<file path="config.mk">
export PLATFORM = sky130hd
export DESIGN_NAME = gps_frame_tx
export DESIGN_NICKNAME = d
export VERILOG_FILES = /design/src/rtl/gps_frame_tx.sv
export SDC_FILE = /design/constraint.sdc
export NUM_CORES = 1
export LEC_CHECK = 0
export CORE_AREA = 10 10 239 241
export CTS_CLUSTER_SIZE = 16
export DETAILED_ROUTE_END_ITERATION = 10
export DIE_AREA = 0 0 249 251
export DONT_BUFFER_PORTS = 1
export GPL_ROUTABILITY_DRIVEN = 1
export GPL_TIMING_DRIVEN = 0
export PLACE_DENSITY = 0.65
export SYNTH_ARGS = -nofsm -noshare
export SYNTH_HDL_FRONTEND = slang
export SYNTH_SLANG_ARGS = --single-unit
</file>
<file path="constraint.sdc">
create_clock -name clock -period 23 [get_ports clock]
set_input_delay 4.6 -clock clock [delete_from_list [all_inputs] [get_ports clock]]
set_output_delay 4.6 -clock clock [all_outputs]
set_load 0.05 [all_outputs]
</file>
<file path="src/rtl/gps_frame_tx.sv">
// Snapshots a settled 224-bit GPS record and streams it as a framed byte sequence.
// Define GPS_FRAME_CKSUM_EN to append a modulo-256 checksum byte after the status byte.
module gps_frame_tx #(
  parameter int unsigned STABLE_CYCLES = 4,
  parameter int unsigned HEARTBEAT     = 1000000,
  parameter logic [7:0]  SYNC0         = 8'hA5,
  parameter logic [7:0]  SYNC1         = 8'h5A
) (
  input  logic         clock,
  input  logic         reset,
  input  logic [223:0] gps_data,
  input  logic         gps_error,
  output logic [7:0]   tx_data,
  output logic         tx_valid,
  input  logic         tx_ready,
  output logic         busy,
  output logic [15:0]  frame_count
);

  localparam int unsigned HB_W = (HEARTBEAT > 1) ? $clog2(HEARTBEAT) : 1;
  localparam logic [HB_W-1:0] HB_MAX = (HEARTBEAT > 0) ? HB_W'(HEARTBEAT - 1) : '0;
  localparam logic [3:0] STAB_MAX = 4'(STABLE_CYCLES);

  typedef enum logic [2:0] {
    S_IDLE, S_SYNC_A, S_SYNC_B, S_PAYLOAD, S_STATUS, S_CKSUM
  } state_t;

  state_t state_q, state_d;
  logic [223:0] samp_q, samp_d, snap_q, snap_d;
  logic [3:0] stab_q, stab_d;
  logic [HB_W-1:0] hb_q, hb_d;
  logic [4:0] idx_q, idx_d;
  logic err_q, err_d, hbf_q, hbf_d;
  logic [15:0] fc_q, fc_d;
  logic [7:0] tx_data_q, tx_data_d;
  logic tx_valid_q, tx_valid_d, busy_q, busy_d;
`ifdef GPS_FRAME_CKSUM_EN
  logic [7:0] cks_q, cks_d;
`endif

  logic accept_s, stable_s, change_s, hb_hit_s, trig_s, frame_end_s;

  function automatic logic [7:0] rec_byte(input logic [223:0] rec, input logic [4:0] k);
    rec_byte = rec[(9'd223 - {1'b0, k, 3'b000}) -: 8];
  endfunction

  assign accept_s = tx_valid_q & tx_ready;
  assign stable_s = (stab_q == STAB_MAX);
  assign change_s = (samp_q != snap_q);
  assign hb_hit_s = (HEARTBEAT != 0) && (hb_q == HB_MAX);
  // Change wins over heartbeat; the status flag marks heartbeat-only frames.
  assign trig_s   = (state_q == S_IDLE) & stable_s & (change_s | hb_hit_s);

  // State and datapath registers.
  always_ff @(posedge clock or posedge reset) begin
    if (reset) begin
      state_q    <= S_IDLE;
      samp_q     <= '0;
      snap_q     <= '0;
      stab_q     <= 4'd0;
      hb_q       <= '0;
      idx_q      <= 5'd0;
      err_q      <= 1'b0;
      hbf_q      <= 1'b0;
      fc_q       <= 16'd0;
      tx_data_q  <= 8'h00;
      tx_valid_q <= 1'b0;
      busy_q     <= 1'b0;
`ifdef GPS_FRAME_CKSUM_EN
      cks_q      <= 8'h00;
`endif
    end else begin
      state_q    <= state_d;
      samp_q     <= samp_d;
      snap_q     <= snap_d;
      stab_q     <= stab_d;
      hb_q       <= hb_d;
      idx_q      <= idx_d;
      err_q      <= err_d;
      hbf_q      <= hbf_d;
      fc_q       <= fc_d;
      tx_data_q  <= tx_data_d;
      tx_valid_q <= tx_valid_d;
      busy_q     <= busy_d;
`ifdef GPS_FRAME_CKSUM_EN
      cks_q      <= cks_d;
`endif
    end
  end

  // Next-state logic: every transition out of a byte state waits for an accept.
  always_comb begin
    state_d     = state_q;
    frame_end_s = 1'b0;
    case (state_q)
      S_IDLE:    if (trig_s) state_d = S_SYNC_A; else state_d = S_IDLE;
      S_SYNC_A:  if (accept_s) state_d = S_SYNC_B; else state_d = S_SYNC_A;
      S_SYNC_B:  if (accept_s) state_d = S_PAYLOAD; else state_d = S_SYNC_B;
      S_PAYLOAD: if (accept_s && idx_q == 5'd27) state_d = S_STATUS; else state_d = S_PAYLOAD;
      S_STATUS: begin
        if (accept_s) begin
`ifdef GPS_FRAME_CKSUM_EN
          state_d = S_CKSUM;
`else
          state_d     = S_IDLE;
          frame_end_s = 1'b1;
`endif
        end else begin
          state_d = S_STATUS;
        end
      end
`ifdef GPS_FRAME_CKSUM_EN
      S_CKSUM: begin
        if (accept_s) begin
          state_d     = S_IDLE;
          frame_end_s = 1'b1;
        end else begin
          state_d = S_CKSUM;
        end
      end
`endif
      default: state_d = S_IDLE;
    endcase
  end

  // Sampler, capture, heartbeat timer, byte index and frame counter.
  always_comb begin
    samp_d = gps_data;
    if (gps_data != samp_q) stab_d = 4'd0;
    else if (stab_q != STAB_MAX) stab_d = stab_q + 4'd1;
    else stab_d = stab_q;

    if (trig_s) begin
      snap_d = samp_q;
      err_d  = gps_error;
      hbf_d  = hb_hit_s & ~change_s;
      hb_d   = '0;
    end else begin
      snap_d = snap_q;
      err_d  = err_q;
      hbf_d  = hbf_q;
      if (state_q == S_IDLE && hb_q != HB_MAX) hb_d = hb_q + HB_W'(1);
      else hb_d = hb_q;
    end

    if (frame_end_s) idx_d = 5'd0;
    else if (accept_s && state_q == S_PAYLOAD && idx_q != 5'd27) idx_d = idx_q + 5'd1;
    else idx_d = idx_q;

    if (frame_end_s) fc_d = fc_q + 16'd1;
    else fc_d = fc_q;

`ifdef GPS_FRAME_CKSUM_EN
    // tx_data_q is exactly the byte being accepted this cycle.
    if (trig_s) cks_d = 8'h00;
    else if (accept_s && (state_q == S_PAYLOAD || state_q == S_STATUS)) cks_d = cks_q + tx_data_q;
    else cks_d = cks_q;
`endif
  end

  // Output logic: outputs are registered from next-state values, so they hold while stalled.
  always_comb begin
    tx_valid_d = (state_d != S_IDLE);
    busy_d     = (state_d != S_IDLE);
    case (state_d)
      S_SYNC_A:  tx_data_d = SYNC0;
      S_SYNC_B:  tx_data_d = SYNC1;
      S_PAYLOAD: tx_data_d = rec_byte(snap_d, idx_d);
      S_STATUS:  tx_data_d = {err_d, 6'b000000, hbf_d};
`ifdef GPS_FRAME_CKSUM_EN
      S_CKSUM:   tx_data_d = cks_d;
`endif
      default:   tx_data_d = 8'h00;
    endcase
  end

  assign tx_data     = tx_data_q;
  assign tx_valid    = tx_valid_q;
  assign busy        = busy_q;
  assign frame_count = fc_q;

endmodule

</file>
* After elaboration in Yosys (flattened, before gate mapping)
Index checks and enable logic that the tools add are counted.
** Cells by class
- Add/sub/neg operators :: 5
- Equality and inequality tests :: 16
- Shift operators :: 1
- Mux-type cells :: 18
- Bitwise gates (word level) :: 6
- Reductions and logical operators :: 8
** Operators with widths (number)
- $ne A224 B224 Y1 :: 2
- $shiftx A231 B10 Y8 :: 1
- $mux W224 :: 1
- $mux W20 :: 2
- $pmux W8 S4 :: 1
- $add A20 B1 Y20 const B :: 1
- $eq A20 B20 Y1 const B :: 1
- $ne A20 B20 Y1 const B :: 1
- $add A16 B1 Y16 const B :: 1
- $pmux W3 S5 :: 1
- $eq A3 B2 Y1 const B :: 4
- $mux W5 :: 2
- $sub A8 B8 Y9 const A :: 1
- $mux W4 :: 2
- $eq A3 B1 Y1 const B :: 2
- $eq A3 B3 Y1 const B :: 2
- $mux W1 :: 6
- $mux W3 :: 2
- $add A5 B1 Y5 const B :: 1
- $eq A5 B5 Y1 const B :: 1
- $ne A5 B5 Y1 const B :: 1
- $add A4 B1 Y4 const B :: 1
- $and A1 B1 Y1 :: 4
- $eq A4 B3 Y1 const B :: 1
- 8 further kinds :: 12
** Word-level totals
- Register bits after elaboration :: 507
- Output and inout bits :: 26
- Word-level logic and storage cells :: 65

* Longest topological paths before layout
Gate-level depths: netlist (run 1).
- Depth in word-level cells :: 8
- Gate-level depth with buffers :: 16
- Depth with buffers taken out :: 13

* Worst setup path after synthesis (run 1)
OpenSTA, ideal clock, no wires.
- Path kind :: in2reg
- Start point :: input port tx_ready
- End point :: register tx_data_q[1] (netlist: tx_data[1])
- Arrival time :: 7192 ps
- Path slack :: 15666 ps
- Stages :: 13
- Cell sequence :: and4_1 > nand4_1 > xnor2_1 > nand2_1 > inv_2 > buf_2 > buf_1 > ha_1 > clkbuf_1 > clkbuf_1 > o41ai_1 > o2bb2ai_1 > o221ai_1
** Between the ends
- Longest elaborated chain between the ends :: 8
** Ends and longest elaborated chain
- start, declared :: line 15 : input logic tx_ready,
- $and A1 B1 Y1 * :: line 47 : assign accept_s = tx_valid_q & tx_ready;
- $logic_and A1 B1 Y1 (2 in series) :: line 147 : else if (accept_s && state_q == S_PAYLOAD && idx_q != 5'd27) idx_d = idx_q + 5'd1;
- $mux W5 :: line 147
- $mux W5 * :: line 146 : if (frame_end_s) idx_d = 5'd0;
- net idx_d[2] :: line 32 : logic [4:0] idx_q, idx_d;
- $sub A8 B8 Y9 * :: line 44 : rec_byte = rec[(9'd223 - {1'b0, k, 3'b000}) -: 8];
- $shiftx A231 B10 Y8 * :: line 44
- $pmux W8 S4 * :: line 165 : case (state_d)
- net tx_data_d[1] :: line 35 : logic [7:0] tx_data_q, tx_data_d;
- end signal, assigned :: line 82 : tx_data_q <= tx_data_d;
- end, declared :: line 35
Mark *: on every way through the listed nets, which the timed path passes. The rest lies on a longest branch.
A chain may end at the register's enable or synchronous reset.

* Worst setup path after layout (run 1)
Same ends and word-level chain as after synthesis.

==> results of run 1 <==
-- power by group --
group	switching, uW	internal, uW	total (uW)
Combinational	783	181	964
Clock	408	553	961
Sequential	74.9	923	998
Total	1270	1660	2920
-- cell usage after synthesis, types with 8 or more instances --
cell type                  count
sky130_fd_sc_hd__a21oi_1      40
sky130_fd_sc_hd__a221oi_1     14
sky130_fd_sc_hd__a22oi_1       9
sky130_fd_sc_hd__a311oi_1     12
sky130_fd_sc_hd__a31oi_1      26
sky130_fd_sc_hd__a32oi_1       8
sky130_fd_sc_hd__and2_1        8
sky130_fd_sc_hd__and3_1       44
sky130_fd_sc_hd__buf_1        13
sky130_fd_sc_hd__buf_2        43
sky130_fd_sc_hd__buf_4         9
sky130_fd_sc_hd__clkbuf_1     66
sky130_fd_sc_hd__dfrtp_1     507
sky130_fd_sc_hd__inv_1        34
sky130_fd_sc_hd__mux2i_1      67
sky130_fd_sc_hd__nand2_1     984
sky130_fd_sc_hd__nand3_1      67
sky130_fd_sc_hd__nand4_1      63
sky130_fd_sc_hd__nor2_1       90
sky130_fd_sc_hd__nor3_1       10
sky130_fd_sc_hd__nor4_1      101
sky130_fd_sc_hd__o211ai_1     12
sky130_fd_sc_hd__o21ai_0      38
sky130_fd_sc_hd__o22ai_1       9
sky130_fd_sc_hd__xnor2_1     121
sky130_fd_sc_hd__xor2_1      349
-- state kept, by name (all words and copies together), names as in the netlist --
signal,flops
stab_q,4
hbf_q,1
idx_q,5
busy,1
err_q,1
hb_q,20
tx_data,8
snap_q,224
state_q,3
frame_count,16
samp_q,224
-- critical path: stages --
cell and delay [ns]:
sky130_fd_sc_hd__and4_1 0.19, sky130_fd_sc_hd__nand4_1 0.13, sky130_fd_sc_hd__xnor2_1 0.16, sky130_fd_sc_hd__nand2_1 0.48, sky130_fd_sc_hd__inv_2 0.34, sky130_fd_sc_hd__buf_2 0.37
sky130_fd_sc_hd__buf_1 0.84, sky130_fd_sc_hd__ha_1 0.52, sky130_fd_sc_hd__clkbuf_1 0.62, sky130_fd_sc_hd__clkbuf_1 1.06, sky130_fd_sc_hd__nand2_1 0.45, sky130_fd_sc_hd__o221ai_1 0.58
-- worst paths after layout --
| path | endpoint | slack, ns | depth (start not counted) |
|---|---|---|---|
| setup / recovery | tx_data[1] | 13.12 | 12 |
| hold / removal | snap_q[148] | 0.52 | 2 |
| setup reg to reg | tx_data[1] | 15.49 | 12 |
| hold reg to reg | snap_q[148] | 0.52 | 2 |
| max in group asynchronous | snap_q[171] | 17.81 | 3 |
| min in group asynchronous | samp_q[219] | 3.93 | 2 |
-- metrics by stage --
step | hold WS [ns] | cell area [sq um]
floorplan | 0.471 | 25900
global placement | 0.485 | 26700
detailed placement | 0.505 | 26900
CTS | 0.521 | 28800
global route | 0.536 | 28800
finish | 0.523 | 28800
-- routing by layer --
layer / GRT usage (%) / share of wire (%) / wire [microns]
met5: 0 / 0.060 / 88
met3: 18.6 / 15 / 21600
met4: 35.5 / 9.3 / 13600
met1: 53.9 / 35 / 51500
met2: 63.4 / 41 / 59300
-- layout make-up --
| type | count | area [sq um] | area share [%] |
|---|---|---|---|
| sequential | 507 | 12700 | 44.0 |
| multi-input combinational | 2158 | 12400 | 43.2 |
| clock buffer | 67 | 1530 | 5.32 |
| tap | 688 | 861 | 2.99 |
| buffer | 134 | 618 | 2.15 |
| clock inverter | 33 | 379 | 1.32 |
| inverter | 36 | 143 | 0.495 |
| timing repair buffer | 6 | 123 | 0.426 |
| antenna | 12 | 30.0 | 0.104 |
-- kinds of logic (layout without fill, tap and decap cells) --
| group | count (synthesis) | in the layout | share of synthesized area (%) |
|---|---|---|---|
| adder cells (fa/ha/maj) | 6 | 6 | 0.290 |
| other | 0 | 12 | 0 |
| XOR/XNOR | 470 | 470 | 15.9 |
| buffers and inverters | 170 | 276 | 2.89 |
| multiplexers | 76 | 76 | 3.16 |
| AO/OA/AOI/OAI | 219 | 219 | 5.79 |
| AND/OR/NAND/NOR | 1387 | 1387 | 22.9 |
| flip-flops | 507 | 507 | 49.1 |
==> flow_summary.rst, run 1 <==
.. list-table::
   :header-rows: 1

   * - Metric
     - Value
   * - Floorplan core area
     - 52200 sq um
   * - Primary FF master, synth
     - sky130_fd_sc_hd__dfrtp_1
   * - Nature of the critical path endpoint
     - flip-flop
   * - Drt first pass iters
     - 8
   * - Post-Synthesis Mean Instance Area
     - 9.12 sq um
   * - Max_cap viols
     - 9
   * - Setup-violating endpoint count in the final report
     - 0
   * - Final number of max-transition violations
     - 67
   * - Effective utilization at floorplan
     - 49.5%
   * - Maximum clock frequency
     - 0.101 GHz
   * - Yosys top cell by area
     - sky130_fd_sc_hd__dfrtp_1
   * - Portion of the clock cycle consumed by the worst path in the final layout
     - 43.0%
   * - Global-route wire length before repair
     - 194 mm
   * - Share of cells above drive strength 1
     - 6.12%
   * - Count of placed standard cells in the final layout, fillers left out
     - 3641
   * - Antenna violations before repair
     - 17
   * - Leading cell type in the layout, fill and taps excluded
     - sky130_fd_sc_hd__nand2_1
   * - Num rows
     - 84
   * - Critical path class
     - in -> reg
   * - Detailed placement HPWL
     - 111 mm
   * - Buffers on Ports
     - 0
   * - Fraction of registers with async set/reset
     - 100%
   * - Leading cell types in the layout, fill and taps excluded
     - 984 x sky130_fd_sc_hd__nand2_1, 507 x sky130_fd_sc_hd__dfrtp_1, 349 x sky130_fd_sc_hd__xor2_1, 121 x sky130_fd_sc_hd__xnor2_1, 98 x sky130_fd_sc_hd__nor4_1
   * - Startpoint of the lowest-slack register-to-register path
     - samp_q[9]
   * - Post-synthesis net count
     - 3069
   * - Cell area after technology mapping
     - 25900 sq um
   * - Number of hold violations in the final report
     - 0
   * - Root buffer cell
     - sky130_fd_sc_hd__clkbuf_16
   * - Total instance count after detailed placement
     - 3528
   * - Depth of the CTS H-tree
     - 2
   * - Final total power
     - 2920 uW
   * - Iter 0 DRT Violations
     - 4093
   * - Tmin final
     - 9.88 ns
   * - Top-level I/O count
     - 254
   * - Slew at the pin with the worst max-slew slack
     - 1.67 ns
   * - Library cells used by synthesis
     - 59
   * - Cells taking the most area after synthesis
     - sky130_fd_sc_hd__dfrtp_1 49%, sky130_fd_sc_hd__nand2_1 14%, sky130_fd_sc_hd__xor2_1 12%, sky130_fd_sc_hd__xnor2_1 4.1%, sky130_fd_sc_hd__mux2i_1 2.6%
   * - Horizontal die dimension
     - 249 microns
   * - Unrepaired setup endpoints after global routing
     - no
   * - Die ar.
     - 62500 sq um
   * - Number of sinks driven by the clock tree
     - 507
   * - Remaining design rule violation count
     - 0
   * - Max-slew headroom at the worst pin
     - -11.3%
   * - Global placement routability congestion
     - 1.13
   * - Part of the Yosys area used for sequential elements
     - 49.1%
   * - Post-CTS setup buffer count
     - 0
   * - Power density relative to cell area
     - 101 nW/um^2
   * - Average vias per placed instance
     - 6.66
   * - Kind of path behind the tightest hold check
     - reg -> reg
   * - Clock slew at the register clock pins of the worst setup and hold paths
     - 0.06 ns
   * - CP Data Required Time
     - 23.47 ns
   * - Cts bufs inserted
     - 55
   * - Post-synthesis cell count
     - 2835
   * - Number of fill cells in the layout
     - 4722
   * - Later-pin clock latency in the skew report
     - 0.65 ns
   * - Number of synthesized flops with an enable pin
     - 0
   * - Maximum vdd ir drop
     - 0.0795 mV
   * - Leakage power figure
     - 0.0138 uW
   * - Wirelength, routed
     - 146 mm
   * - Worst slack, placed
     - 12.96 ns
   * - Number of synthesized register bits
     - 507
   * - Yosys warnings
     - 0
   * - Synth top area share
     - 49.1%
   * - Layout net count
     - 3132
   * - Largest net degree at the start of global routing
     - 137
   * - Outcome
     - complete, but fails checks
   * - Buffer levels on the longest clock path
     - 3
   * - Post-cts resize count
     - 0
   * - Type of element launching the critical path
     - input pin
   * - Setup ws final
     - 13.12 ns
   * - Worst min-delay path startpoint
     - snap_q[148]
   * - Max FO, Critical Path
     - 11
   * - Source of the critical timing path
     - tx_ready
   * - Final-layout setup total negative slack
     - 0 ns
   * - Number of global-route vias before repair
     - 23.2k
   * - P&R area growth vs syn
     - 11.4%
   * - Antenna viol nets, final
     - 0
   * - CTS tree
     - done
   * - Violated checks
     - max-capacitance violations, max-slew violations
   * - Global Route Usage Sum
     - 45.1%
   * - Count of hold buffers inserted by post-cts repair
     - 0
   * - Endpoint arrival time on the critical path
     - 10.35 ns
   * - DR vias
     - 24.3k
   * - Post-route clock skew
     - 0.0298 ns
   * - Mean routed wirelength per cell
     - 40.1 microns
   * - Util after Layout
     - 55.2%
   * - Die Span Y
     - 251 microns
   * - Residual overflow from global routing
     - 0
Note: power is estimated with default switching activity, not from simulation.
==> run 2: changes to the inputs <==
==> constraint.sdc (replaced) <==
create_clock -name clock -period 10 [get_ports clock]
set_input_delay 2 -clock clock [delete_from_list [all_inputs] [get_ports clock]]
set_output_delay 2 -clock clock [all_outputs]
set_load 0.05 [all_outputs]
==> flow_summary.rst, run 2 (synthesized netlist as in run 1, its figures left out) <==
.. list-table::
   :header-rows: 1

   * - Metric
     - Value
   * - Outcome
     - complete, but fails checks
   * - Violated checks
     - max-capacitance violations, max-slew violations
   * - NetSw
     - 2940 uW (+130%)
   * - CP Data Required Time
     - 10.47 ns (-13.00 ns)
   * - Switching part of the total power
     - 42.3% (-0.96 points)
   * - Type of element launching the critical path
     - flip-flop
   * - Average vias per placed instance
     - 6.70 (+0.46%)
   * - Wirelength, routed
     - 147 mm (+0.54%)
   * - Layout net count
     - 3145 (+0.42%)
   * - Leading cell types in the layout, fill and taps excluded
     - 984 x sky130_fd_sc_hd__nand2_1, 507 x sky130_fd_sc_hd__dfrtp_1, 349 x sky130_fd_sc_hd__xor2_1, 121 x sky130_fd_sc_hd__xnor2_1, 95 x sky130_fd_sc_hd__nor4_1
   * - Max_cap viols
     - 4 (-5)
   * - Buffers on Ports
     - 0 (unchanged)
   * - Seq pwr share
     - 33.1% (-1.0 points)
   * - Count of hold buffers inserted by post-cts repair
     - 0 (unchanged)
   * - Tmin final
     - 7.47 ns
   * - Final Instance Area
     - 29200 sq um (+1.2%)
   * - Detailed placement HPWL
     - 111 mm (+0.16%)
   * - Share of cells above drive strength 1
     - 6.46% (+0.34 points)
   * - Source of the critical timing path
     - samp_q[73]
   * - Maximum clock frequency
     - 0.134 GHz
   * - CP delay by family, top
     - simple AND/OR/NAND/NOR gates
   * - Top-level I/O count
     - 254 (unchanged)
   * - Startpoint of the lowest-slack register-to-register path
     - samp_q[73]
   * - Worst slack, placed
     - 2.81 ns (-10.15 ns)
   * - Num rows
     - 84 (unchanged)
   * - Total area of multi-input combinational cells
     - 12500 sq um (+0.15%)
   * - Global-route wire length before repair
     - 196 mm (+1.3%)
   * - CTS tree
     - done
   * - Max FO, Critical Path
     - 10 (-1)
   * - Cell with the largest stage delay on the worst path
     - sky130_fd_sc_hd__nor4_1
   * - Post-route clock skew
     - 0.0177 ns (-0.0121 ns)
   * - Clock slew at the register clock pins of the worst setup and hold paths
     - 0.06 ns (about the same)
   * - Global placement routability congestion
     - 1.11 (-2.2%)
   * - Number of sinks driven by the clock tree
     - 507 (unchanged)
   * - Horizontal die dimension
     - 249 microns (unchanged)
   * - Setup-violating endpoint count in the final report
     - 0 (unchanged)
   * - Worst-path cell chain
     - xor2_1, nor4_2, nand4_1, nor4_1, nand4_1, o21a_1, clkbuf_1, clkbuf_1, clkbuf_1, a31oi_1, a221oi_1, o221ai_1
   * - Die ar.
     - 62500 sq um (unchanged)
   * - Number of global-route vias before repair
     - 23.4k (+0.86%)
   * - Share of total power in combinational logic
     - 32.5% (-0.5 points)
   * - Remaining design rule violation count
     - 0 (unchanged)
   * - Drt first pass iters
     - 9 (+1)
   * - Kind of path behind the tightest hold check
     - reg -> reg
   * - Total instance count after detailed placement
     - 3539 (+0.31%)
   * - DR vias
     - 24.4k (+0.66%)
   * - Unrepaired setup endpoints after global routing
     - no
   * - Number of fill cells in the layout
     - 4577 (-3.1%)
   * - Power density relative to cell area
     - 239 nW/um^2 (+140%)
   * - Leading cell type in the layout, fill and taps excluded
     - sky130_fd_sc_hd__nand2_1
   * - P&R area growth vs syn
     - 12.8%
   * - Max stage delay on crit path
     - 1.02 ns (-0.04 ns)
   * - Root buffer cell
     - sky130_fd_sc_hd__clkbuf_16
   * - Buffer levels on the longest clock path
     - 3 (unchanged)
   * - Worst min-delay path startpoint
     - snap_q[108]
   * - Later-pin clock latency in the skew report
     - 0.64 ns (about the same)
   * - Mean routed wirelength per cell
     - 40.3 microns (+0.34%)
   * - Count of placed standard cells in the final layout, fillers left out
     - 3648 (+0.19%)
   * - Number of buffers and inverters on the critical path
     - 3 (-2)
   * - Util after Layout
     - 55.8% (+0.66 points)
   * - Floorplan core area
     - 52200 sq um (unchanged)
   * - Endpoint arrival time on the critical path
     - 7.94 ns (-2.41 ns)
   * - Antenna viol nets, final
     - 0 (unchanged)
   * - Setup ws final
     - 2.53 ns (-10.59 ns)
   * - Number of hold violations in the final report
     - 0 (unchanged)
   * - Largest net degree at the start of global routing
     - 49 (-64%)
   * - Iter 0 DRT Violations
     - 4472 (+9.3%)
   * - Nature of the critical path endpoint
     - flip-flop
   * - Flip-flop and latch area
     - 12700 sq um (unchanged)
   * - Global Route Usage Sum
     - 45.5% (+0.50 points)
   * - Critical path class
     - reg -> reg
   * - Antenna violations before repair
     - 16 (-1)
   * - Dpl cell area
     - 27000 sq um (+0.59%)
   * - Slew at the pin with the worst max-slew slack
     - 1.60 ns (-0.0734 ns)
   * - Maximum vdd ir drop
     - 0.178 mV (+120%)
   * - Power Internal
     - 4010 uW (+140%)
   * - Leakage power figure
     - 0.0139 uW (+1.2%)
   * - Portion of the clock cycle consumed by the worst path in the final layout
     - 74.7%
   * - Critical path's most frequent cell
     - sky130_fd_sc_hd__clkbuf_1
   * - Die Span Y
     - 251 microns (unchanged)
   * - Post-cts resize count
     - 0 (unchanged)
   * - Effective utilization at floorplan
     - 49.5% (unchanged)
   * - Max-slew headroom at the worst pin
     - -6.38% (+4.9 points)
   * - Post-CTS setup buffer count
     - 0 (unchanged)
   * - Top flop regs
     - samp_q x224, snap_q x224, hb_q x20
   * - Depth of the CTS H-tree
     - 2 (unchanged)
   * - Clock power frac
     - 34.5% (+1.6 points)
   * - Cts bufs inserted
     - 56 (+1.8%)
   * - Final number of max-transition violations
     - 33 (-51%)
   * - Residual overflow from global routing
     - 0 (unchanged)
run 2: cell count changes in the layout (fill, tap and decap cells not counted), moves of 4 or more:
cell,before,now
sky130_fd_sc_hd__diode_2,12,5
sky130_fd_sc_hd__bufinv_16,7,13
sky130_fd_sc_hd__buf_12,0,13
sky130_fd_sc_hd__clkinv_2,13,6
sky130_fd_sc_hd__buf_16,4,0
sky130_fd_sc_hd__clkbuf_8,7,12
sky130_fd_sc_hd__clkinvlp_4,8,4
sky130_fd_sc_hd__clkbuf_1,66,72
run 2: final timing paths:
path	endpoint	slack [ns]	cells after the start
worst max register to register	tx_data[1]	2.53	12
worst min-delay path	snap_q[108]	0.52	2
max in group asynchronous	samp_q[77]	6.95	6
min in group asynchronous	samp_q[90]	1.32	1
worst max-delay path	tx_data[1]	2.53	12
worst min register to register	snap_q[108]	0.52	2
run 2: tightest hold or removal path: cells and delay by family, from the launching register on:
kind | cells | cell delay [ns]
DFF | 1 | 0.37
and+or+nand+nor | 2 | 0.12
run 2: power groups by stage:
stage	combinational, uW	sequential [uW]	clock [uW]
after floorplan	942	2270	0
after global placement	2040	2320	0
after detailed placement	2040	2320	0
after CTS	2050	2290	2380
after global routing	2170	2300	2450
final	2260	2300	2400
run 2: cell type report:
type,count,area share (%)
buffer,134,2.12
clock inverter,24,1.58
antenna,5,0.0429
tap,688,2.95
inverter,36,0.476
clock buffer,78,5.58
sequential,507,43.5
timing repair buffer,18,1.01
multi-input combinational,2158,42.7
run 2: metal layers:
metal  track usage, %  vias up  part of all wire, %  routed length (microns)
li1                 -     9587                    -                        -
met1             52.5    12025                   34                    50700
met2             63.8     2183                   40                    59200
met3             22.4      619                   15                    22700
met4             35.7       12                  9.7                    14200
met5                0        -                0.054                       80
run 2: stage by stage:
step / power [uW] / hold WS [ns] / setup TNS, ns
after floorplan: 3210 / 0.471 / 0
after global placement: 4360 / 0.498 / -725.36
after detailed placement: 4360 / 0.506 / 0
after CTS: 6720 / 0.523 / 0
after global routing: 6920 / 0.548 / 0
final: 6950 / 0.521 / 0
